### src/rtl/timer_reg_slave.sv
// Bus-responder register block of the 8-bit timer: TDR/TCR/TSR with optional wait states,
// sticky event flags with write-1-to-clear, and a one-cycle reload strobe to the counter core.
module timer_reg_slave #(
    parameter int WAIT_CYCLES = 0,
    parameter int ADDR_W      = 8
) (
    input  logic              clk,
    input  logic              rst_n,
    input  logic              psel,
    input  logic              penable,
    input  logic              pwrite,
    input  logic [ADDR_W-1:0] paddr,
    input  logic [7:0]        pwdata,
    output logic [7:0]        prdata,
    output logic              pready,
    output logic              pslverr,
    input  logic              ovf_set,
    input  logic              udf_set,
    output logic [7:0]        tdr_o,
    output logic [7:0]        tcr_o,
    output logic              load_o
);

    typedef enum logic [1:0] {
        IDLE,
        SETUP,
        ACCESS
    } state_t;

    localparam logic [3:0] WAIT_MAX = 4'(WAIT_CYCLES);
    localparam logic [7:0] TCR_MASK = 8'h33;

    state_t     state;
    logic [3:0] wait_cnt;
    logic [7:0] tdr;
    logic [7:0] tcr;
    logic [1:0] tsr;

    logic       in_access;
    logic       sel_tdr;
    logic       sel_tcr;
    logic       sel_tsr;
    logic       addr_ok;
    logic       wr_commit;
    logic [1:0] w1c;

    assign in_access = (state == SETUP) || (state == ACCESS);
    assign sel_tdr   = (paddr == ADDR_W'(0));
    assign sel_tcr   = (paddr == ADDR_W'(1));
    assign sel_tsr   = (paddr == ADDR_W'(2));
    assign addr_ok   = sel_tdr | sel_tcr | sel_tsr;

    // SETUP is the first access-phase cycle, so a zero-wait transfer completes in two bus cycles.
    assign pready    = in_access & psel & penable & (wait_cnt == WAIT_MAX);
    assign pslverr   = pready & ~addr_ok;
    assign wr_commit = pready & pwrite & addr_ok;
    assign w1c       = (wr_commit & sel_tsr) ? pwdata[1:0] : 2'b00;

    assign tdr_o = tdr;
    assign tcr_o = tcr;

    always_comb begin
        prdata = 8'h00;
        if (pready && !pwrite) begin
            if (sel_tdr)
                prdata = tdr;
            else if (sel_tcr)
                prdata = tcr;
            else if (sel_tsr)
                prdata = {6'b000000, tsr};
        end
    end

    always_ff @(posedge clk or negedge rst_n) begin
        if (!rst_n) begin
            state    <= IDLE;
            wait_cnt <= 4'd0;
        end else begin
            case (state)
                IDLE: begin
                    wait_cnt <= 4'd0;
                    if (psel && !penable)
                        state <= SETUP;
                end
                SETUP, ACCESS: begin
                    if (!psel || pready) begin
                        state    <= IDLE;
                        wait_cnt <= 4'd0;
                    end else begin
                        state <= ACCESS;
                        if (penable && (wait_cnt != WAIT_MAX))
                            wait_cnt <= wait_cnt + 4'd1;
                    end
                end
                default: begin
                    state    <= IDLE;
                    wait_cnt <= 4'd0;
                end
            endcase
        end
    end

    // Event set is applied after the clear so a coincident set wins over W1C.
    always_ff @(posedge clk or negedge rst_n) begin
        if (!rst_n) begin
            tdr    <= 8'h00;
            tcr    <= 8'h00;
            tsr    <= 2'b00;
            load_o <= 1'b0;
        end else begin
            if (wr_commit && sel_tdr)
                tdr <= pwdata;
            if (wr_commit && sel_tcr)
                tcr <= pwdata & TCR_MASK;
            load_o <= wr_commit & sel_tcr & pwdata[7];
            tsr    <= (tsr & ~w1c) | {udf_set, ovf_set};
        end
    end

endmodule
### config.mk
export PLATFORM = sky130hd
export DESIGN_NAME = timer_reg_slave
export DESIGN_NICKNAME = d
export VERILOG_FILES = /design/src/rtl/timer_reg_slave.sv
export SDC_FILE = /design/constraint.sdc
export NUM_CORES = 1
export LEC_CHECK = 0
export ABC_AREA = 1
export CORE_AREA = 2 2 59 61
export DETAILED_ROUTE_END_ITERATION = 8
export DIE_AREA = 0 0 61 63
export GPL_TIMING_DRIVEN = 0
export PLACE_DENSITY = 0.77
export SLEW_MARGIN = 10
export SYNTH_ARGS = -nofsm -noshare
export SYNTH_HDL_FRONTEND = slang
export SYNTH_SLANG_ARGS = --single-unit
### constraint.sdc
create_clock -name clk -period 1.56 [get_ports clk]
set_input_delay 0.312 -clock clk [delete_from_list [all_inputs] [get_ports clk]]
set_output_delay 0.312 -clock clk [all_outputs]
set_load 0.02 [all_outputs]
==> run_results.csv, run 1 <==
group,metric,value,unit
routing,routed_wl,3600,um
final_layout,antenna_cells,0,
pwr,p_sw_frac,0.329,
final_layout,final_cell_mix,"nand2_1 (29), buf_4 (26), dfrtp_1 (21)",
routing,ant_nets,0,
worst_setup_path,cp_num_buf_inv,3,
cts,clkTransAtPathRegs,0.12,ns
floorplanning,die_h,63,um
floorplanning,dieArea,3840,um2
final_layout,syn_to_final_growth,82.7,%
synth,synth.top_cell.area_share,0.441,
timing,setup_violations,25,
cts,htreeDepth,1,
placement,dpl_cell_area,1830,um2
synth,avgSynthCellArea,7.89,um2
pwr,p_per_area,665,nW/um2
final_layout,seq_area,526,um2
cts,tritoncts,"done",
routing,vias_per_cell,4.61,
cts,cts.sinks,21,
floorplanning,core-area,3230,um2
pwr,internal-power,970,uW
worst_setup_path,critPathLaunchType,"register",
synth,synth_top_cell_by_area,"dfrtp_1",
timing,slew_viol_final,0,
run_status,violations,"negative setup slack",
final_layout,finalNetCount,257,
global_route,grt_max_degree,22,
timing,finalClockSkew,0.00238,ns
synth,netlist_instances,151,
worst_setup_path,crit_family,"flip-flops",
final_layout,layout-drive-gt1-share,0.391,
synth,ys_seq_elements,21,
placement,dpl.hpwl,2160,um
worst_setup_path,timing.critical_path.mode_cell,"nand2_4",
routing,num_vias,1273,
pwr,peakVddDrop,0.000320,V
worst_setup_path,worstPathRequired,1.25,ns
worst_setup_path,crit_fanout,6,
timing,rsz0062_at_grt,"true",
run,cap_violations,0,
routing,drcViolationCount,0,
pwr,finalPower,1450,uW
cts,clock_latency,0.30,ns
pwr,p_leak,0.00104,uW
routing,first_iter_violations,55,
synth,ys.warnings.count,0,
synth,synth_area_leaders,"dfrtp_1 (44%), nand2_1 (13%), inv_1 (6.9%), nor2_1 (4.7%), nand3_1 (4.6%)",
cts,numCtsBuffers,3,
routing,firstDrtPassIters,4,
floorplanning,io_pins,50,
global_route,grt_pass1_wl,4710,um
cts,cts_root_buf,"clkbuf_4",
worst_hold_path,hold_path_class,"reg2reg",
timing,period_minus_slack,2.10,ns
synth,synth_seq_area_share,0.441,
worst_setup_path,crit_type,"reg2out",
placement,gp_congestion,0.788,
floorplanning,num_rows,21,
worst_setup_path,endpoint_kind,"output port",
final_layout,multi_input_area,744,um2
worst_setup_path,cp_cell_sequence,"inv_1 > ha_4 > nand2_4 > nor2_4 > nand2_4 > inv_8 > nand2_4 > a21oi_4 > buf_6",
worst_setup_path,critPathArrivalTime,1.79,ns
synth,syn-cell-area,1190,um2
timing,relSlewSlack,0.388,
global_route,grt_pass1_vias,1088,
routing,wl_per_cell,13.1,um
cts,hold_buffers,0,
global_route,antenna_found_initial,0,
global_route,overflow,0,
timing,setup_ws,-0.538,ns
timing,finalCritPeriodShare,1.35,
pwr,p_sw,476,uW
pwr,clockPowerShare,0.180,
cts,cts_buffer_depth,2,
floorplanning,start_util,0.369,
pwr,comb_power_share,0.412,
timing,fin_tns_setup,-7.49,ns
final_layout,layout_commonest_cell,"nand2_1",
timing,worst_slew_pin_slew,0.915,ns
floorplanning,die_w,61,um
timing,fmax,477,MHz
pwr,seqPwrFrac,0.408,
final_layout,design_area,2180,um2
synth,synth_cell_types,23,
timing,hold_viol,0,
global_route,track_usage,0.166,
worst_setup_path,max_stage_delay,0.44,ns
worst_setup_path,critPathSlowestCell,"dfrtp_1",
run_status,status,"finished with violations",
placement,port_buffers,45,
final_layout,nFillCells,254,
## logic make-up (layout without fill, tap and decap cells)
group           count (synthesis)  after routing  synth area share
compound gates                 21             21             0.112
xor+xnor                        2              2            0.0147
fa+ha+maj                       3              3            0.0315
buf+inv                        28            104             0.107
simple gates                   75             75             0.290
other cells                     1              4           0.00315
flops                          21             21             0.441
## path summary, 6_finish.rpt
path	startpoint	endpoint	slack (ns)	depth (start not counted)
max	wait_cnt[0]$_DFFE_PN0P_	prdata[0]	-0.54	9
min in group asynchronous	rst_n	tdr_o[5]$_DFFE_PN0P_	0.52	1
max in group asynchronous	rst_n	wait_cnt[3]$_DFFE_PN0P_	0.49	1
min	tsr[0]$_DFF_PN0_	tsr[0]$_DFF_PN0_	0.48	2
max reg2reg	state[1]$_DFFE_PN0P_	tdr_o[6]$_DFFE_PN0P_	-0.24	11
min reg2reg	tsr[0]$_DFF_PN0_	tsr[0]$_DFF_PN0_	0.48	2
## synth_stat cells, drive strengths merged
| cell type | instances |
|---|---|
| dfrtp | 21 |
| inv | 23 |
| xor2 | 2 |
| a21boi | 1 |
| conb | 1 |
| a21oi | 7 |
| nor2 | 17 |
| nor3 | 2 |
| nand2 | 44 |
| buf | 5 |
| ha | 3 |
| o211ai | 3 |
| o21ai | 10 |
| nand3 | 12 |
## sequential cells by signal, summed over array words and instances (netlist names)
signal,count
state,2
load_o,1
tcr_o,4
tsr,2
tdr_o,8
wait_cnt,4
## per-stage QoR
step	setup WS [ns]	std cells	utilization	hold WS, ns
2_1_floorplan	-0.128	154	-	0.0164
3_3_place_gp	-1.15	245	0.565	0.456
3_5_place_dp	-1.17	245	0.565	0.459
4_1_cts	-0.485	269	0.629	0.486
5_1_grt	-0.619	276	0.673	0.515
6_report	-0.538	276	0.673	0.485
## routing by layer
metal	vias up	wire length, um	GRT usage
met5	-	0	0
li1	626	-	-
met3	2	160	0.0186
met2	48	1970	0.277
met1	597	1430	0.208
met4	0	40	0.0734
## layout make-up
| cell class | instances | share of cell area |
|---|---|---|
| inverters | 23 | 0.0449 |
| repair buffers | 72 | 0.312 |
| clock buffers | 4 | 0.0121 |
| flip-flops and latches | 21 | 0.242 |
| multi-input cells | 105 | 0.342 |
| plain buffers | 5 | 0.0207 |
| well taps | 46 | 0.0265 |
## power by group through the flow
stage,sequential (uW),combinational [uW],clock (uW)
floorplan,604,287,0
global placement,600,437,0
detailed placement,601,446,0
CTS,590,539,258
global route,594,654,281
finish,590,595,261
## worst reg2reg max path, stage by stage (launching register included)
cell,delay [ns]
dfrtp_1,0.38
inv_2,0.05
ha_4,0.27
nand3_4,0.09
buf_4,0.15
buf_4,0.14
nor3_4,0.17
buf_6,0.16
nand2_8,0.06
buf_8,0.13
nand2_1,0.06
nand2_1,0.06
## repair_timing
item | in CTS | in global routing
pin swaps | 9 | 9
endpoints found under the setup margin | 37 | 29
gates cloned | 0 | 1
setup buffers | 20 | 6
resized for setup | 92 | 18
No activity file was read; power rests on OpenSTA's default activity.
==> run 2, diff against run 1 <==
--- a/config.mk
+++ b/config.mk
@@ -6,11 +6,13 @@
 export NUM_CORES = 1
 export LEC_CHECK = 0
 export ABC_AREA = 1
+export ABC_CLOCK_PERIOD_IN_PS = 1900
 export CORE_AREA = 2 2 59 61
 export DETAILED_ROUTE_END_ITERATION = 8
 export DIE_AREA = 0 0 61 63
 export GPL_TIMING_DRIVEN = 0
 export PLACE_DENSITY = 0.77
+export SKIP_LAST_GASP = 1
 export SLEW_MARGIN = 10
 export SYNTH_ARGS = -nofsm -noshare
 export SYNTH_HDL_FRONTEND = slang
==> constraint.sdc (replaced) <==
create_clock -name clk -period 1.9 [get_ports clk]
set_input_delay 0.38 -clock clk [delete_from_list [all_inputs] [get_ports clk]]
set_output_delay 0.38 -clock clk [all_outputs]
set_load 0.02 [all_outputs]
==> run_results.csv, run 2 (synthesis gave the netlist of run 1 again) <==
group,metric,value,unit
run_status,status,"finished with violations",
run_status,violations,"negative setup slack",
routing,wl_per_cell,11.3,um
final_layout,layout_commonest_cell,"nand2_1",
timing,hold_viol,0,
timing,setup_violations,10,
cts,cts.sinks,21,
worst_setup_path,r2r_end,"tdr_o[7]$_DFFE_PN0P_",
final_layout,syn_to_final_growth,66.0,%
final_layout,final_cell_mix,"nand2_1 (32), clkdlybuf4s50_1 (27), dfrtp_1 (21), buf_4 (20), inv_1 (18)",
placement,port_buffers,45,
routing,routed_wl,2970,um
timing,holdWs,0.495,ns
routing,firstDrtPassIters,4,
floorplanning,io_pins,50,
cts,clock_latency,0.31,ns
floorplanning,die_w,61,um
worst_setup_path,endpoint_kind,"output port",
run,cap_violations,0,
floorplanning,num_rows,21,
timing,relSlewSlack,0.381,
routing,num_vias,1178,
pwr,p_per_area,583,nW/um2
cts,clkTransAtPathRegs,0.11,ns
floorplanning,start_util,0.369,
worst_hold_path,hold_depth,2,
routing,drcViolationCount,0,
worst_setup_path,r2r_cells,9,
global_route,overflow,0,
pwr,peakVddDrop,0.000305,V
final_layout,layout-drive-gt1-share,0.330,
pwr,p_leak,0.000931,uW
worst_setup_path,cp_cell_sequence,"inv_2 > ha_4 > nand3_4 > nor2_4 > nand2_4 > buf_4 > a21oi_4 > buf_6",
timing,period_minus_slack,2.09,ns
timing,setup_ws,-0.187,ns
worst_setup_path,crit_type,"reg2out",
worst_setup_path,cp_num_buf_inv,3,
floorplanning,die_h,63,um
global_route,antenna_found_initial,0,
worst_setup_path,reg2reg_slack,0.21,ns
cts,cts_buffer_depth,2,
worst_hold_path,min_from,"tsr[1]$_DFF_PN0_",
worst_setup_path,critPathSlowestCell,"dfrtp_1",
routing,first_iter_violations,41,
timing,finalClockSkew,0.00576,ns
final_layout,utilization,0.612,
worst_setup_path,worst-path-stages,8,
final_layout,antenna_cells,0,
floorplanning,core-area,3230,um2
worst_setup_path,r2r-start,"state[1]$_DFFE_PN0P_",
placement,gp_congestion,0.805,
timing,worst_slew_pin_slew,0.926,ns
global_route,grt_pass1_vias,1200,
worst_setup_path,critPathLaunchType,"register",
worst_setup_path,crit_fanout,3,
cts,htreeDepth,1,
worst_setup_path,critPathArrivalTime,1.71,ns
worst_setup_path,max_stage_delay,0.38,ns
global_route,track_usage,0.169,
worst_setup_path,crit_family,"flip-flops",
timing,slew_viol_final,0,
floorplanning,dieArea,3840,um2
routing,vias_per_cell,4.46,
placement,dpl.hpwl,2170,um
final_layout,nFillCells,276,
global_route,grt_pass1_wl,4980,um
worst_hold_path,min_to,"tsr[1]$_DFF_PN0_",
final_layout,largest_reg_flops,8,
worst_setup_path,worstPathRequired,1.52,ns
cts,tritoncts,"done",
cts,cts_root_buf,"clkbuf_4",
timing,finalCritPeriodShare,1.10,
worst_hold_path,hold_path_class,"reg2reg",
final_layout,finalNetCount,245,
routing,ant_nets,0,
timing,rsz0062_at_grt,"true",
cts,numCtsBuffers,3,
global_route,grt_max_degree,22,
cts,hold_buffers,0,
timing,fmax,479,MHz
==> run 2: cell count changes in the layout (fill, tap and decap cells not counted), moves of 3 or more <==
cell | previous run | this run
nand2_1 | 29 | 32
buf_4 | 26 | 20
dlygate4sd2_1 | 17 | 8
nor2_4 | 8 | 4
buf_6 | 14 | 10
clkdlybuf4s50_1 | 17 | 27
==> run 2: worst register-to-register path, stage by stage, from the launching register on <==
cell     delay [ns]
dfrtp_1        0.38
inv_2          0.05
ha_4           0.27
nand3_4        0.07
buf_4          0.16
nor3_4         0.30
nand2_4        0.10
buf_6          0.17
nand2_2        0.06
o21ai_2        0.04
==> run 2: worst max-delay path by stage <==
stage | from | endpoint | slack (ns)
after floorplan | state[1]$_DFFE_PN0P_ | prdata[0] | 0.007
after global placement | paddr[3] | prdata[3] | -0.88
after detailed placement | paddr[3] | prdata[3] | -0.88
after CTS | state[1]$_DFFE_PN0P_ | prdata[1] | -0.17
after global routing | state[1]$_DFFE_PN0P_ | prdata[1] | -0.27
final | state[1]$_DFFE_PN0P_ | prdata[5] | -0.19
==> run 2: power breakdown <==
group | internal (uW) | switching, uW | leakage (uW)
clock network | 78.6 | 137 | 0.0000177
registers | 471 | 12.5 | 0.000280
logic | 229 | 224 | 0.000633
==> run 2: per-stage QoR <==
stage               area, um2  cells  worst slack, ns  total power, uW  TNS, ns
finish                   1980    264           -0.187             1150    -1.25
global route             1980    264           -0.272             1220    -2.24
CTS                      1890    260           -0.171             1100    -1.08
detailed placement       1740    245           -0.885              794    -8.52
global placement         1740    245           -0.879              788    -8.09
floorplan                1230    154          0.00660              674        0
==> run 2: timing repair <==
action / CTS / global route
endpoints found under the hold margin: 0 / 0
pin swaps: 10 / 3
endpoints found under the setup margin: 10 / 14
buffers inserted: 11 / 4
resized for setup: 81 / 14
==> run 2: area by class of cell <==
class,count,area (um2),share of cell area
Multi-Input combinational cell,105,669,0.339
Timing Repair Buffer,60,562,0.284
Sequential cell,21,526,0.266
Inverter,23,93.8,0.0475
Tap cell,46,57.6,0.0291
Buffer,5,41.3,0.0209
Clock buffer,3,22.5,0.0114
Clock inverter,1,5.00,0.00253
==> run 2: routing by layer <==
metal	wire [um]	track usage
met1	1380	0.216
met2	1390	0.280
met3	145	0.0228
met4	60	0.0707
met5	0	0
==> run 3, diff against run 2 <==
--- a/config.mk
+++ b/config.mk
@@ -12,6 +12,7 @@
 export DIE_AREA = 0 0 61 63
 export GPL_TIMING_DRIVEN = 0
 export PLACE_DENSITY = 0.77
+export RECOVER_POWER = 25
 export SKIP_LAST_GASP = 1
 export SLEW_MARGIN = 10
 export SYNTH_ARGS = -nofsm -noshare
==> run_results.csv, run 3 (synthesis gave the netlist of run 1 again) <==
group,metric,value,unit
worst_setup_path,cp_num_buf_inv,3,
pwr,p_per_area,583,nW/um2
final_layout,layout-drive-gt1-share,0.330,
placement,port_buffers,45,
timing,period_minus_slack,2.09,ns
run_status,violations,"negative setup slack",
placement,pre_cts_ws,-0.885,ns
routing,ant_nets,0,
pwr,p_sw_frac,0.324,
floorplanning,num_rows,21,
run,cap_violations,0,
worst_setup_path,crit_fanout,3,
placement,dpl.hpwl,2170,um
cts,cts_buffer_depth,2,
final_layout,antenna_cells,0,
worst_setup_path,worst-path-stages,8,
timing,finalClockSkew,0.00576,ns
timing,hold_viol,0,
routing,wl_per_cell,11.3,um
pwr,comb_power_share,0.393,
final_layout,layout_commonest_cell,"nand2_1",
timing,slew_viol_final,0,
timing,setup_ws,-0.187,ns
routing,num_vias,1178,
cts,clock_latency,0.31,ns
worst_setup_path,worstPathRequired,1.52,ns
global_route,track_usage,0.169,
worst_setup_path,cp_cell_sequence,"inv_2 > ha_4 > nand3_4 > nor2_4 > nand2_4 > buf_4 > a21oi_4 > buf_6",
cts,cts.sinks,21,
final_layout,final_cell_mix,"nand2_1 (32), clkdlybuf4s50_1 (26), dfrtp_1 (21), buf_4 (20), inv_1 (18)",
pwr,peakVddDrop,0.000305,V
pwr,clockPowerShare,0.187,
worst_hold_path,hold_depth,2,
pwr,p_sw,373,uW
final_layout,nFillCells,276,
floorplanning,start_util,0.369,
placement,gp_congestion,0.805,
final_layout,utilization,0.612,
global_route,grt_pass1_wl,4980,um
timing,relSlewSlack,0.374,
pwr,p_leak,0.000931,uW
worst_setup_path,critPathSlowestCell,"dfrtp_1",
timing,rsz0062_at_grt,"true",
global_route,grt_max_degree,22,
run_status,status,"finished with violations",
worst_setup_path,crit_type,"reg2out",
final_layout,finalNetCount,245,
routing,first_iter_violations,41,
pwr,seqPwrFrac,0.420,
worst_setup_path,crit_family,"flip-flops",
global_route,overflow,0,
cts,htreeDepth,1,
cts,cts_root_buf,"clkbuf_4",
routing,routed_wl,2970,um
worst_setup_path,r2r_cells,9,
pwr,internal-power,779,uW
cts,clkTransAtPathRegs,0.11,ns
worst_hold_path,hold_path_class,"reg2reg",
timing,fmax,479,MHz
floorplanning,core-area,3230,um2
worst_setup_path,critPathLaunchType,"register",
routing,firstDrtPassIters,4,
timing,holdWs,0.495,ns
placement,dpl_cell_area,1740,um2
floorplanning,die_w,61,um
floorplanning,io_pins,50,
pwr,finalPower,1150,uW
worst_setup_path,critPathArrivalTime,1.71,ns
global_route,grt_pass1_vias,1200,
timing,finalCritPeriodShare,1.10,
worst_setup_path,max_stage_delay,0.38,ns
timing,setup_violations,10,
final_layout,largest_reg_flops,8,
routing,vias_per_cell,4.46,
final_layout,design_area,1980,um2
cts,hold_buffers,0,
global_route,antenna_found_initial,0,
final_layout,syn_to_final_growth,66.0,%
routing,drcViolationCount,0,
worst_setup_path,endpoint_kind,"output port",
cts,numCtsBuffers,3,
timing,worst_slew_pin_slew,0.936,ns
floorplanning,die_h,63,um
cts,tritoncts,"done",
floorplanning,dieArea,3840,um2
## run 3: changes by cell type in the layout (fill, tap and decap cells not counted), sizes merged
cell	before	now
clkdlybuf4s50	27	26
dlygate4sd3	0	1
## run 3: power groups by stage
stage	combinational, uW	sequential, uW	clock (uW)
2_1_floorplan	181	494	0
3_3_place_gp	298	490	0
3_5_place_dp	304	491	0
4_1_cts	391	484	227
6_report	453	484	216
5_1_grt	494	486	241
## run 3: routing by layer
layer	wire (um)	global-route usage	up-vias
li1	-	-	602
met1	1380	0.216	535
met2	1390	0.280	33
met3	145	0.0228	8
met4	60	0.0707	0
met5	0	0	-
## run 3: worst reg2reg max path: cells and delay by family (launching register included)
family / cells / cell delay, ns
adder cells (fa/ha/maj): 1 / 0.27
AO/OA/AOI/OAI: 1 / 0.04
AND/OR/NAND/NOR: 4 / 0.53
flip-flops: 1 / 0.38
buffers and inverters: 3 / 0.38
## run 3: worst paths after layout
kind                                      startpoint              endpoint  slack (ns)
worst max-delay path            state[1]$_DFFE_PN0P_             prdata[5]       -0.19
min in group asynchronous                      rst_n  tcr_o[4]$_DFFE_PN0P_        0.65
worst min-delay path                tsr[1]$_DFF_PN0_      tsr[1]$_DFF_PN0_        0.49
worst max register to register  state[1]$_DFFE_PN0P_  tdr_o[7]$_DFFE_PN0P_        0.21
max in group asynchronous                      rst_n  state[1]$_DFFE_PN0P_        0.68
worst min register to register      tsr[1]$_DFF_PN0_      tsr[1]$_DFF_PN0_        0.49
## run 3: what timing repair did
action / 4_1_cts / 5_1_grt
endpoints found under the setup margin: 10 / 14
pin swaps: 10 / 3
gates resized for setup: 81 / 14
buffers inserted: 11 / 4
## run 3: area by class of cell
| class | instances | area [um2] | area share |
|---|---|---|---|
| Timing Repair Buffer | 60 | 562 | 0.284 |
| Sequential cell | 21 | 526 | 0.266 |
| Clock buffer | 3 | 22.5 | 0.0114 |
| Multi-Input combinational cell | 105 | 669 | 0.339 |
| Clock inverter | 1 | 5.00 | 0.00253 |
| Inverter | 23 | 93.8 | 0.0475 |
| Tap cell | 46 | 57.6 | 0.0291 |
| Buffer | 5 | 41.3 | 0.0209 |
## run 3: through the flow
| step | instances | setup TNS [ns] |
|---|---|---|
| after floorplan | 154 | 0 |
| after global placement | 245 | -8.09 |
| after detailed placement | 245 | -8.52 |
| after CTS | 260 | -1.08 |
| after global routing | 264 | -2.24 |
| final | 264 | -1.25 |
==> edit 1: new RTL, config.mk and constraints of run 2 <==
`ADDR_W`: 8 -> 6.
--- a/src/rtl/timer_reg_slave.sv
+++ b/src/rtl/timer_reg_slave.sv
@@ -3,5 +3,5 @@
 module timer_reg_slave #(
     parameter int WAIT_CYCLES = 0,
-    parameter int ADDR_W      = 8
+    parameter int ADDR_W      = 6
 ) (
     input  logic              clk,
Interface: changed (resized paddr); port bits go from 50 to 48. No check against the original RTL was run, so the function may have changed too.
==> edit 1 against run 2 <==
The flow still finishes with violations (setup timing); power is 12% higher; synthesized area is 2.1% lower; setup slack got worse by 0.19 ns; die area did not move; core utilization down 0.89 points; wire length decreased by 0.44%; first-iteration DRC count shrank 83%; sequential share of layout area is 0.39 points higher; clock power grew 3%; sequential cell count stayed put; cell area down 1.5%; synthesized cell count shrank 2.0%; largest power group is now combinational cells.
==> edit 1: results (changes against run 2) <==
| Metric | Value |
|---|---|
| Status | `complete, but fails checks` |
| Failing checks | `setup timing` |
| First-pass GRT wire length | `4670 um (-6.2%)` |
| Post-place setup slack | `-0.979 ns (-0.0943 ns)` |
| Routed wl met2 | `1600 um (+15%)` |
| Cell family with most CP delay | `buffers and inverters` |
| Crit path max fanout | `4 (+1)` |
| Bufs w/o clock | `70 (+7.7%)` |
| Cell variety after synth | `20 (-13%)` |
| Sequential-to-total area share from yosys stat | `45.1% (+0.95 points)` |
| Skew final | `0.0160 ns (+0.0103 ns)` |
| R2R depth | `10 (+1)` |
| Static leakage | `0.000929 uW (-0.16%)` |
| Critical path arrival | `1.90 ns (+0.19 ns)` |
| Inverters | `21 (-8.7%)` |
| Post-DP HPWL | `2060 um (-4.9%)` |
| Routed WL | `2960 um (-0.44%)` |
| Final worst slack | `-0.377 ns (-0.190 ns)` |
| Clock Pin Slew Worst Setup and Hold Paths | `0.13 ns (+0.02 ns)` |
| Clock buffer cells | `4 (+1)` |
| Final hold slack | `0.488 ns (-0.00696 ns)` |
| Clock network area share | `1.35% (-0.044 points)` |
| Reg-to-reg critical path endpoint | `tdr_o[5]` |
| Data buffer area share | `33.1% (+2.6 points)` |
| Buffers on Ports | `43 (-4.4%)` |
| WHS Endpoint | `tsr[0]` |
| Cells resized by post-CTS repair | `66 (-19%)` |
| Setup violators final | `10 (unchanged)` |
| Top class by area | `buffers` |
| WL met3 | `135 um (-6.9%)` |
| Post-Place Cell Area | `1680 um^2 (-3.0%)` |
| Multi-input logic area | `609 um^2 (-9.0%)` |
| GRT Total Usage | `15.9% (-1.0 points)` |
| Layout cells sized above 1 | `32.3% (-0.75 points)` |
| RePlAce Congestion | `0.762 (-5.3%)` |
| Worst vdd ir | `0.370 mV (+21%)` |
| Number of global-route vias before repair | `1127 (-6.1%)` |
| Via density | `4.33 (-2.9%)` |
==> edit 1: worst max path at each step <==
stage / cells after the start / from / slack [ns] / end
floorplan: 8 / state[1] / -0.08 / prdata[4]
global placement: 8 / psel / -0.98 / prdata[0]
detailed placement: 8 / psel / -0.98 / prdata[0]
CTS: 11 / state[1] / -0.37 / prdata[7]
global route: 11 / state[1] / -0.48 / prdata[4]
finish: 11 / state[1] / -0.38 / prdata[4]
==> edit 1: layer usage <==
metal / up-vias / global-route usage, %
met3: 6 / 2.28
met5: - / 0
met2: 26 / 28.9
met4: 0 / 5.98
met1: 525 / 18.0
li1: 596 / -
==> edit 1: kinds of logic (layout without fill, tap and decap cells) <==
family | count (synthesis) | count (layout) | synth area share, %
other | 1 | 4 | 0.322
DFF | 21 | 21 | 45.1
AOI/OAI and AO/OA | 20 | 20 | 10.4
and+or+nand+nor | 75 | 75 | 29.2
xor gates and xnor gates | 2 | 2 | 1.50
adders and majority gates | 3 | 3 | 3.22
buffers and inverters | 26 | 95 | 10.3
==> edit 1: per-stage QoR <==
step | util [%] | total power [uW] | cells
floorplan | - | 710 | 151
global placement | 52.1 | 844 | 240
detailed placement | 52.1 | 852 | 240
CTS | 57.3 | 1200 | 258
global route | 60.3 | 1370 | 266
finish | 60.3 | 1290 | 266
==> edit 1: worst reg2reg max path, cell delays in order, from the launching register on <==
cell	delay, ns
dfrtp_1	0.38
inv_2	0.05
ha_4	0.27
nand3_4	0.07
buf_4	0.15
nor3_4	0.19
buf_4	0.16
nand2_4	0.06
buf_6	0.15
nand2_2	0.06
o21ai_2	0.04
==> edit 1: report_power, final <==
part | internal, uW | switching, uW | total (uW)
logic | 309 | 258 | 567
clock network | 81.9 | 141 | 223
registers | 482 | 22.0 | 504
==> edit 2: new RTL, flow settings as in run 2 <==
Without the edit above. Register the output `pslverr`; this adds one clock of latency there. The other outputs are not delayed to match.
--- a/src/rtl/timer_reg_slave.sv
+++ b/src/rtl/timer_reg_slave.sv
@@ -53,5 +53,7 @@
     // SETUP is the first access-phase cycle, so a zero-wait transfer completes in two bus cycles.
     assign pready    = in_access & psel & penable & (wait_cnt == WAIT_MAX);
-    assign pslverr   = pready & ~addr_ok;
+    always_ff @(posedge clk) begin
+        pslverr <= pready & ~addr_ok;
+    end
     assign wr_commit = pready & pwrite & addr_ok;
     assign w1c       = (wr_commit & sel_tsr) ? pwdata[1:0] : 2'b00;
Formal check against the unedited RTL: not equivalent (a bounded check fails within 4 cycles, from zero or initial values and one cycle with rst_n low).
==> edit 2 against run 2 <==
The run still ends with setup timing left; worst hold slack improved by 0.0010 ns; power is 20% higher; sequential cell count increased by 1; cell area fell by 4.2%; synthesized cell count up 1.3%; wire length grew 2.0%; clock power is 20% higher; clock skew increased by 0.0019 ns; non-clock buffer count decreased by 4; setup slack worse by 0.066 ns; sequential power up 12%; synthesized area up 2.5%.
==> edit 2: results (changes against run 2) <==
| Metric | Value |
|---|---|
| Met3 usage | `1.24% (-1.0 points)` |
| Syn_area_per_cell | `7.98 um^2 (+1.2%)` |
| Int Pwr | `912 uW (+17%)` |
| DR pass1 iterations | `4 (unchanged)` |
| Cell family with most CP delay | `flip-flops` |
| Post-place setup slack | `-0.853 ns (+0.0315 ns)` |
| Max reg flops | `8 (unchanged)` |
| Post-DP HPWL | `2130 um (-2.0%)` |
| Initial drt markers | `47 (+15%)` |
| Clock Pin Slew Worst Setup and Hold Paths | `0.12 ns` |
| Worst vdd ir | `0.324 mV (+6.1%)` |
| Sum Neg Setup Slack | `-1.87 ns (-0.619 ns)` |
| Failing checks | `setup timing` |
| Status | `complete, but fails checks` |
| List of most frequent post-synthesis cells | `nand2_1 (41), inv_1 (22), dfrtp_1 (21)` |
| Cell variety after synth | `26 (+13%)` |
| Via Count | `1169 (-0.76%)` |
| CTS Buf Count | `3 (unchanged)` |
| RePlAce Congestion | `0.765 (-5.0%)` |
| GRT Total Usage | `17.2% (+0.28 points)` |
| First-pass GRT wire length | `4990 um (+0.14%)` |
| Async SR Flop Fraction | `95.5% (-4.5 points)` |
| Nets | `242 (-1.2%)` |
| Crit path max fanout | `6 (+3)` |
| Post-Synth XOR/XNOR Area | `0.717% (-0.75 points)` |
| Sequential-to-total area share from yosys stat | `44.7% (+0.55 points)` |
| Placed insts | `247 (+0.82%)` |
| Final worst slack | `-0.253 ns (-0.0665 ns)` |
| Final Non-Filler Cells | `261 (-1.1%)` |
| Number of global-route vias before repair | `1142 (-4.8%)` |
| Ys Warns | `0 (unchanged)` |
| Static leakage | `0.000891 uW (-4.3%)` |
| Buffers on Ports | `45 (unchanged)` |
| CP max-delay cell | `dfrtp_1` |
| Skew final | `0.00768 ns (+0.00192 ns)` |
| Critical path's largest stage delay | `0.40 ns (+0.02 ns)` |
| Mux share of post-synthesis cell area | `0% (unchanged)` |
| Met1 usage | `22.1% (+0.51 points)` |
| Critical path arrival | `1.77 ns (+0.06 ns)` |
| Post-synthesis compound-gate area fraction | `11.1% (-0.17 points)` |
| Pin count of the biggest net entering global routing | `22 (unchanged)` |
| Routed WL | `3030 um (+2.0%)` |
| Top cells by area, synth | `dfrtp_1 (43%), nand2_1 (13%), inv_1 (6.8%)` |
| Adder-cell share of the synthesized area | `3.07% (-0.077 points)` |
| Clock Path Buffers | `2 (unchanged)` |
| Min-delay worst type | `flip-flop to flip-flop` |
| Slew margin rel. | `38.3% (+0.21 points)` |
| Post-Place Cell Area | `1740 um^2 (+0.29%)` |
| Layout cells sized above 1 | `26.0% (-7.0 points)` |
| Grt met2 use | `28.1% (+0.13 points)` |
| Clock root cell | `clkbuf_4` |
| Initial antenna violation count | `0 (unchanged)` |
| Setup violators final | `9 (-1)` |
==> edit 2: area by class of cell <==
cell class	count	area, um^2
buffer	6	52.6
clock buffer	4	36.3
fill	293	1340
inverter	22	85.1
multi-input combinational	106	606
sequential	22	546
tap	46	57.6
timing repair buffer	55	510
==> edit 2: final timing paths <==
kind,slack [ns],cells after the start,endpoint,from
max reg2reg,0.06,12,tdr_o[5],state[1]
min in group asynchronous,0.57,1,wait_cnt[2],rst_n
min reg2reg,0.50,2,tsr[1],tsr[1]
max,-0.25,9,prdata[4],state[1]
max in group asynchronous,0.76,1,tdr_o[0],rst_n
min,0.50,2,tsr[1],tsr[1]
==> edit 2: metal layers <==
metal / vias up / part of all wire (%)
met3: 9 / 4.3
met4: 0 / 3.1
met1: 525 / 43
met5: - / 0
met2: 40 / 49
li1: 595 / -
==> edit 2: power by group through the flow <==
| stage | clock network, uW | logic (uW) | registers, uW |
|---|---|---|---|
| floorplan | 0 | 231 | 554 |
| global placement | 0 | 362 | 547 |
| detailed placement | 0 | 374 | 548 |
| CTS | 268 | 509 | 540 |
| global route | 295 | 635 | 548 |
| finish | 259 | 581 | 544 |
==> edit 2: repair_timing <==
action	4_1_cts	5_1_grt
hold buffers	0	0
pin swaps	8	1
buffers inserted	7	3
gates cloned	0	0
setup endpoints to repair	9	9
resized for setup	60	5
==> edit 2: stage by stage <==
step	util, %	power (uW)	hold WS [ns]
global placement	53.9	909	0.456
finish	58.6	1380	0.496
floorplan	-	785	0.0844
CTS	57.5	1320	0.494
global route	58.6	1480	0.527
detailed placement	53.9	923	0.463
